**config.mk**
```make
export PLATFORM = sky130hd
export DESIGN_NAME = mul16_sched
export DESIGN_NICKNAME = d
export VERILOG_FILES = /design/src/rtl/mul16_sched.sv
export SDC_FILE = /design/constraint.sdc
export NUM_CORES = 1
export LEC_CHECK = 0
export ABC_AREA = 0
export CELL_PAD_IN_SITES_DETAIL_PLACEMENT = 0
export CELL_PAD_IN_SITES_GLOBAL_PLACEMENT = 1
export CORE_ASPECT_RATIO = 0.5
export CORE_UTILIZATION = 29
export DETAILED_ROUTE_END_ITERATION = 10
export MAX_ROUTING_LAYER = met4
export PLACE_DENSITY = 0.79
export SYNTH_ARGS = -nofsm -noshare
export SYNTH_HDL_FRONTEND = slang
export SYNTH_SLANG_ARGS = --single-unit
```
**constraint.sdc**
```tcl
create_clock -name clk -period 3.3 [get_ports clk]
set_clock_uncertainty 0.05 [all_clocks]
set_input_delay 0.66 -clock clk [delete_from_list [all_inputs] [get_ports clk]]
set_output_delay 0.66 -clock clk [all_outputs]
set_load 0.03 [all_outputs]
```
**src/rtl/mul16_sched.sv**
```systemverilog
// Round-robin front end sharing one pipelined Q0.15 multiplier among N_REQ
// requesters; tags ride alongside the multiplier and steer formatted results back.
module mul16_sched #(
    parameter int N_REQ   = 4,
    parameter int MUL_LAT = 4,
    localparam int ID_W   = $clog2(N_REQ)
) (
    input  logic                 clk,
    input  logic                 rst_n,
    input  logic                 en,
    input  logic [N_REQ-1:0]     req_valid,
    output logic [N_REQ-1:0]     req_ready,
    input  logic [16*N_REQ-1:0]  req_a,
    input  logic [16*N_REQ-1:0]  req_b,
    input  logic [2*N_REQ-1:0]   req_prec,
    output logic [15:0]          mul_a,
    output logic [15:0]          mul_b,
    output logic                 mul_valid,
    input  logic [31:0]          mul_result,
    input  logic                 mul_result_valid,
    output logic [N_REQ-1:0]     resp_valid,
    output logic [ID_W-1:0]      resp_id,
    output logic [31:0]          resp_data,
    output logic [3:0]           in_flight,
    output logic                 err
);

    logic [ID_W-1:0]  r_ptr;
    logic [15:0]      r_mul_a;
    logic [15:0]      r_mul_b;
    logic             r_mul_valid;
    logic [ID_W-1:0]  r_mul_id;
    logic [1:0]       r_mul_prec;
    logic             r_tv    [MUL_LAT];
    logic [ID_W-1:0]  r_tid   [MUL_LAT];
    logic [1:0]       r_tprec [MUL_LAT];
    logic [N_REQ-1:0] r_resp_valid;
    logic [ID_W-1:0]  r_resp_id;
    logic [31:0]      r_resp_data;
    logic [3:0]       r_inflight;
    logic             r_err;

    logic [N_REQ-1:0] w_grant;
    logic [ID_W-1:0]  w_gid;
    logic             w_found;
    logic             w_xfer;
    logic             w_tag_v;
    logic [ID_W-1:0]  w_tag_id;
    logic [1:0]       w_tag_prec;
    logic [31:0]      w_fmt;
    logic [N_REQ-1:0] w_onehot;

    // Search begins one past the last winner so every requester gets a turn.
    always_comb begin : p_arb
        int idx;
        idx     = 0;
        w_grant = '0;
        w_gid   = '0;
        w_found = 1'b0;
        for (int k = 1; k <= N_REQ; k++) begin
            idx = int'(r_ptr) + k;
            if (idx >= N_REQ) idx = idx - N_REQ;
            if (!w_found && req_valid[idx]) begin
                w_found      = 1'b1;
                w_grant[idx] = 1'b1;
                w_gid        = ID_W'(idx);
            end
        end
    end

    assign w_xfer    = en & w_found;
    assign req_ready = en ? w_grant : '0;

    assign w_tag_v    = r_tv[MUL_LAT-1];
    assign w_tag_id   = r_tid[MUL_LAT-1];
    assign w_tag_prec = r_tprec[MUL_LAT-1];

    always_comb begin
        w_fmt = mul_result;
        unique case (1'b1)
            (w_tag_prec == 2'd1): w_fmt = {{16{mul_result[30]}}, mul_result[30:15]};
            (w_tag_prec == 2'd2): w_fmt = {{24{mul_result[30]}}, mul_result[30:23]};
            default: ;
        endcase
    end

    always_comb begin
        w_onehot = '0;
        w_onehot[w_tag_id] = 1'b1;
    end

    always_ff @(posedge clk or negedge rst_n) begin
        if (!rst_n) begin
            r_ptr       <= ID_W'(N_REQ - 1);
            r_mul_a     <= '0;
            r_mul_b     <= '0;
            r_mul_valid <= 1'b0;
            r_mul_id    <= '0;
            r_mul_prec  <= '0;
        end else begin
            r_mul_valid <= w_xfer;
            if (w_xfer) begin
                r_ptr      <= w_gid;
                r_mul_a    <= req_a[{w_gid, 4'b0} +: 16];
                r_mul_b    <= req_b[{w_gid, 4'b0} +: 16];
                r_mul_id   <= w_gid;
                r_mul_prec <= req_prec[{w_gid, 1'b0} +: 2];
            end
        end
    end

    // Tag shift register mirrors the multiplier latency stage for stage.
    always_ff @(posedge clk or negedge rst_n) begin
        if (!rst_n) begin
            for (int s = 0; s < MUL_LAT; s++) begin
                r_tv[s]    <= 1'b0;
                r_tid[s]   <= '0;
                r_tprec[s] <= '0;
            end
        end else begin
            r_tv[0]    <= r_mul_valid;
            r_tid[0]   <= r_mul_id;
            r_tprec[0] <= r_mul_prec;
            for (int s = 1; s < MUL_LAT; s++) begin
                r_tv[s]    <= r_tv[s-1];
                r_tid[s]   <= r_tid[s-1];
                r_tprec[s] <= r_tprec[s-1];
            end
        end
    end

    always_ff @(posedge clk or negedge rst_n) begin
        if (!rst_n) begin
            r_resp_valid <= '0;
            r_resp_id    <= '0;
            r_resp_data  <= '0;
            r_inflight   <= '0;
            r_err        <= 1'b0;
        end else begin
            r_resp_valid <= '0;
            if (mul_result_valid && w_tag_v) begin
                r_resp_valid <= w_onehot;
                r_resp_id    <= w_tag_id;
                r_resp_data  <= w_fmt;
            end
            if (mul_result_valid != w_tag_v) r_err <= 1'b1;
            r_inflight <= r_inflight + {3'b0, w_xfer} - {3'b0, |r_resp_valid};
        end
    end

    assign mul_a      = r_mul_a;
    assign mul_b      = r_mul_b;
    assign mul_valid  = r_mul_valid;
    assign resp_valid = r_resp_valid;
    assign resp_id    = r_resp_id;
    assign resp_data  = r_resp_data;
    assign in_flight  = r_inflight;
    assign err        = r_err;

endmodule

```
# == Word-level counts from Yosys, hierarchy flattened ==
# Index checks and enable logic that the tools add are counted.
# totals
inputBits,176
ff_bits,102
out_inout_bits,80
# op_classes
eq_ne,3
add_sub_neg,10
shift,3
n_reduce_logical,13
order_cmp,14
n_bitwise,4
mux,41
# ops
cell,count
"32-bit by 1-bit >= comparator with 1-bit output, second input constant",4
"32-bit by 4-bit less-than comparator with 1-bit output, second input constant",4
32-bit 2-to-1 mux,4
64-bit by 7-bit indexed part select with 16-bit output,2
32-bit one-hot mux with 2 select lines,1
4-bit 2-to-1 mux,6
1-bit 2-to-1 mux,17
4-bit bitwise OR,3
"3-bit by 3-bit subtractor with 4-bit output, second input constant",3
1-bit demux with 2-bit select,5
"3-bit >= comparator, second input constant",3
1-bit logical AND,9
1-bit binary-select mux with 2-bit select,4
2-bit 2-to-1 mux,4
8-bit by 4-bit indexed part select with 2-bit output,1
"2-bit by 2-bit adder with 3-bit output, second input constant",2
"4-bit by 3-bit subtractor with 5-bit output, second input constant",1
"2-bit by 3-bit adder with 4-bit output, second input constant",1
4-bit by 1-bit adder with 4-bit output,1
"4-bit by 3-bit >= comparator with 1-bit output, second input constant",1
4-bit OR reduction,1
4-bit by 1-bit subtractor with 4-bit output,1
"2-bit by 1-bit adder with 3-bit output, second input constant",1
1-bit logical NOT,3
other kinds (6),6

# == Logic depth before layout (Yosys ltp) ==
# logic_depth
depth_word,19
depth_mapped,12
ltp_nobuf,8

# == Worst setup path before layout ==
# No wires, ideal clock.
# synth_path
kind,register to output
start,register r_ptr[0]
end,output req_ready[0]
slack_ps,-415
arrival_ps,3005
stages_incl_launch_ff,12
required_time_ps,2590
cell_sequence,dfstp_2 buf_2 clkbuf_1 inv_1 ha_1 mux4_2 nor2b_1 clkbuf_1 a22oi_1 nor2_1 a221oi_1 nor2b_1
# synth_between
elab_chain_len,17
word_cells_on_any_way,65
cone_classes,add/sub: 8; order compare: 12; mux: 32; bitwise: 3; reduce/logical: 10
# synth_rtl
item,line_no,text
"start, declared",28,logic [ID_W-1:0] r_ptr;
"start signal, assigned",94,r_ptr <= ID_W'(N_REQ - 1);
"start signal, assigned",103,r_ptr <= w_gid;
branches (longest 15 deep; another with 32-bit by 1-bit >= comparator with 1-bit output),--,
4-bit 2-to-1 mux *,63,if (!w_found && req_valid[idx]) begin
4-bit 2-to-1 mux *,72,assign req_ready = en ? w_grant : '0;
"end, declared",12,"output logic [N_REQ-1:0] req_ready,"
# Mark *: on every way between the ends. The select of a mux whose other input is x is not followed.

# == Worst setup path in the final report ==
# layout_path
start,input req_valid[2]
end,output req_ready[0]
# layout_between
elab_chain_len,14
word_cells_on_any_way,29
cone_classes,mux: 20; bitwise: 3; reduce/logical: 6
# layout_rtl
item,line_no,text
"start, declared",11,"input logic [N_REQ-1:0] req_valid,"
1-bit binary-select mux with 2-bit select,63,
1-bit 2-to-1 mux (implied by the code) (2 in series),63,
1-bit 2-to-1 mux,63,
1-bit logical NOT,63,
1-bit logical AND,63,
1-bit 2-to-1 mux,63,
1-bit logical NOT,63,
1-bit logical AND,63,
1-bit 2-to-1 mux,63,
1-bit logical NOT,63,
1-bit logical AND,63,
4-bit 2-to-1 mux *,63,
4-bit 2-to-1 mux *,72,
# Every way passes the cells marked *; elsewhere a longest branch is shown, timed or not. The select of a mux whose other input is x is not followed.

==> metrics.md <==
| Metric | Value |
|---|---|
| Port Buffers | approximately 260 |
| Post-layout min period | roughly 3.3 ns |
| First-pass GRT wire length | around 31000 um |
| Pint | between 5000 and 6000 uW |
| Net switching power | approximately 4300 uW |
| Arrival @ worst endpoint | 2.55 ns |
| # setup viols final | 0 |
| # fillers | roughly 1800 |
| Drt pass-1 iters | 4 |
| DR vias | 5652 |
| Die width | 206 um |
| Total Die Area | 21400 sq um |
| CTS tree | done |
| Slew Limit Fails | 0 |
| Share of layout cells above drive strength 1 | a little over a fifth |
| Post-synth EDFFs | 0 |
| Slowest-stage cell, CP | mux4_2 |
| Initial antenna violation count | 1 |
| Hold Worst Slack | between 0.2 and 0.3 ns |
| Largest net degree at the start of global routing | around 100 |
| Critical path launch point type | primary input |
| RSZ-0062 raised after global routing | true |
| Max clock buf depth | 2 |
| Ports | between 200 and 300 |
| HP Class | in -> async |
| Rows | 36 |
| Critical path class | in -> out |
| Register Area | 2550 sq um |
| Vias in the first global route | 5800 |
| Detail Route Antenna Nets | 0 |
| Synthesis-to-layout area growth | 57.8% |
| Nets | 1029 |
| DRC viols | 0 |
| Max-slew headroom | 51.1% |
| Slew @ Worst Pin | ~0.73 ns |
| Starting Density | 30.2% |
| Core Footprint | between 15000 and 20000 sq um |
| Yosys reg bits | roughly 100 |
| Outcome | finished, final reports clean |
| Clock power share | between 10% and 20% |
| PwrDens | a little over 1000 nW/um^2 |
| Initial detailed-routing violation count | slightly above 300 |
| Mean post-synth cell area | approximately 10 sq um |
| Clock transition at the registers of the reported paths | roughly 0.080 ns |
| Sequential area share after synthesis | ~42% |
| Power Total | roughly 9800 uW |
| Crit path required time | about 2.6 ns |
| Max IR drop VDD | between 0.5 and 0.6 mV |
| Crit Path Max Fanout | 9 |
| CP Capture Type | output port |
| Worst path bufs/invs | 4 |
| Avg WL per Cell | between 15 and 20 um |
| Crit-path max cell delay | 0.56 ns |
| Fmax | around 310 MHz |
| Post-synth cell types | 44 |
| Grt total ovfl | 0 |
| Final wirelength | between 20000 and 25000 um |
| Post-synth ARST share | 100% |
| GRT Overall Usage | around a fifth |
| Crit-path most repeated cell | buf_4 |
| Post-Syn Area | about 6000 sq um |
| Final Cycle Share | between 90 and 100% |
| Syn nets | between 700 and 800 |
| CP Cell Sequence | clkdlybuf4s50_1 > buf_4 > mux4_2 > buf_4 > nor2_1 > a221oi_2 > nor2b_2 > buf_2 |
| CTS Hold Bufs | 0 |
| Final Hold Viols | 0 |
| Clock H-tree levels | 3 |
| Multi-input gate area | approximately 3300 sq um |
| Delay-heaviest family, CP | buffers and inverters |
| Max-cap violations | 0 |
| Routability cong. | ~0.85 |
| Vias/cell | about 5 |
| Flop pwr share | roughly 22% |
| Net Sw Frac | ~44% |
| Leak | 0.00395 uW |
| Synth Flop Type | dfrtp_1 |
| Comb pwr share | between 60% and 70% |
| Hpwl dp | 15000 um |
| Die height | a little over 100 um |
| Total number of yosys warnings | 0 |
| Setup TNS | 0 ns |
| Root Buffer | clkbuf_16 |
| TritonCTS Sinks | between 100 and 150 |
| CTS buffer count | 9 |
| Synthesized instance count | between 500 and 600 |
| Worst-Skew Late Latency | 0.35 ns |
==> power groups by stage <==
| stage | clock network, uW | registers, uW | logic (uW) |
|---|---|---|---|
| final | 1090 | 2140 | 6600 |
| after global routing | 1180 | 2210 | 7060 |
| after CTS | 1120 | 2130 | 6510 |
| after detailed placement | 0 | 2160 | 6450 |
| after global placement | 0 | 2150 | 6360 |
| after floorplan | 0 | 2940 | 3370 |
==> cell families (layout without fill, tap and decap cells) <==
kind of cell / Yosys count / after routing / share of synthesized area, %
compound gates: 144 / 144 / 18.7
fa+ha+maj: 16 / 16 / 3.45
xor+xnor: 4 / 4 / 0.582
buf+inv: 69 / 337 / 4.84
other cells: 0 / 1 / 0
flops: 102 / 102 / 42.4
simple gates: 148 / 148 / 10.7
mux: 91 / 91 / 19.3
==> cells in the final DEF, fill, tap and decap left out, drive strengths merged, types with 2 or more instances in the layout <==
master,instances
ha,15
nand2b,2
a21oi,27
o32ai,34
xnor2,4
mux2,86
mux4,3
nor2b,5
clkbuf,10
a21o,2
a22oi,11
nand2,38
clkdlybuf4s50,249
a221oi,4
dfrtp,100
a221o,34
inv,22
o211ai,2
o21ai,21
nor3,36
a31oi,2
nor2,59
mux2i,2
dfstp,2
buf,54
==> layer usage <==
layer / share of wire (%) / GRT usage [%]
met3: 3.7 / 2.44
met5: 0 / -
met4: 3.4 / 7.30
met1: 43 / 24.0
met2: 50 / 32.3
==> sequential cells by signal, indices dropped and copies added, names as in the netlist, 2 cells and up <==
name	count
mul_b	16
w_tag_id	2
r_tv	3
resp_data	32
r_tprec	6
w_tag_prec	2
r_mul_id	2
r_tid	6
resp_valid	4
r_ptr	2
mul_a	16
r_mul_prec	2
resp_id	2
in_flight	4
==> timing repair <==
action | in CTS | in global routing
setup endpoints to repair | 4 | 4
setup buffers | 2 | 3
resized for setup | 14 | 16
==> path summary, 6_finish.rpt <==
path / from / endpoint / slack, ns / cells past startpoint
worst max-delay path: req_valid[2] / req_ready[0] / 0.04 / 8
worst min-delay path: rst_n / resp_data[1] / 0.27 / 2
worst max register to register: r_ptr[0] / r_mul_prec[0] / 0.19 / 10
worst min register to register: r_tid[3] / w_tag_id[1] / 0.30 / 0
max in group asynchronous: rst_n / mul_b[10] / 2.42 / 2
min in group clk: r_tid[3] / w_tag_id[1] / 0.30 / 0
==> cell type report <==
cell class              count  share of cell area, %
clock buffers              10                   2.51
repair buffers            304                   31.5
well taps                 266                   3.50
inverters                  17                  0.671
flip-flops and latches    102                   26.9
clock inverters             6                  0.632
multi-input cells         403                   34.3
diodes                      1                 0.0263
==> Yosys cell counts (all sizes together) (2+ instances only) <==
library cell | instances | area share (%)
nor2b | 5 | 0.52
a221o | 34 | 5.7
mux2 | 86 | 18
buf | 11 | 1.2
ha | 15 | 3.1
xnor2 | 4 | 0.58
a21o | 2 | 0.25
nand2b | 2 | 0.21
a221oi | 4 | 0.58
inv | 17 | 1.1
mux2i | 2 | 0.33
nor3 | 36 | 3.0
nand2 | 38 | 2.4
a22oi | 11 | 1.4
o32ai | 34 | 4.9
clkbuf | 41 | 2.6
a31oi | 2 | 0.21
dfstp | 2 | 0.87
mux4 | 3 | 1.1
o211ai | 2 | 0.25
a21oi | 27 | 2.2
o21ai | 21 | 1.9
dfrtp | 100 | 42
nor2 | 59 | 3.7
==> metrics by stage <==
step / cells / util [%] / instance area (sq um) / worst slack [ns]
3_3_place_gp: 1087 / 45.8 / 9120 / -0.433
4_1_cts: 1105 / 47.4 / 9440 / -0.0227
5_1_grt: 1109 / 47.7 / 9500 / -0.0213
6_report: 1109 / 47.7 / 9500 / 0.0423
3_5_place_dp: 1087 / 45.8 / 9120 / -0.451
2_1_floorplan: 574 / - / 6060 / -0.0496
Note: power is estimated with default switching activity, not from simulation.
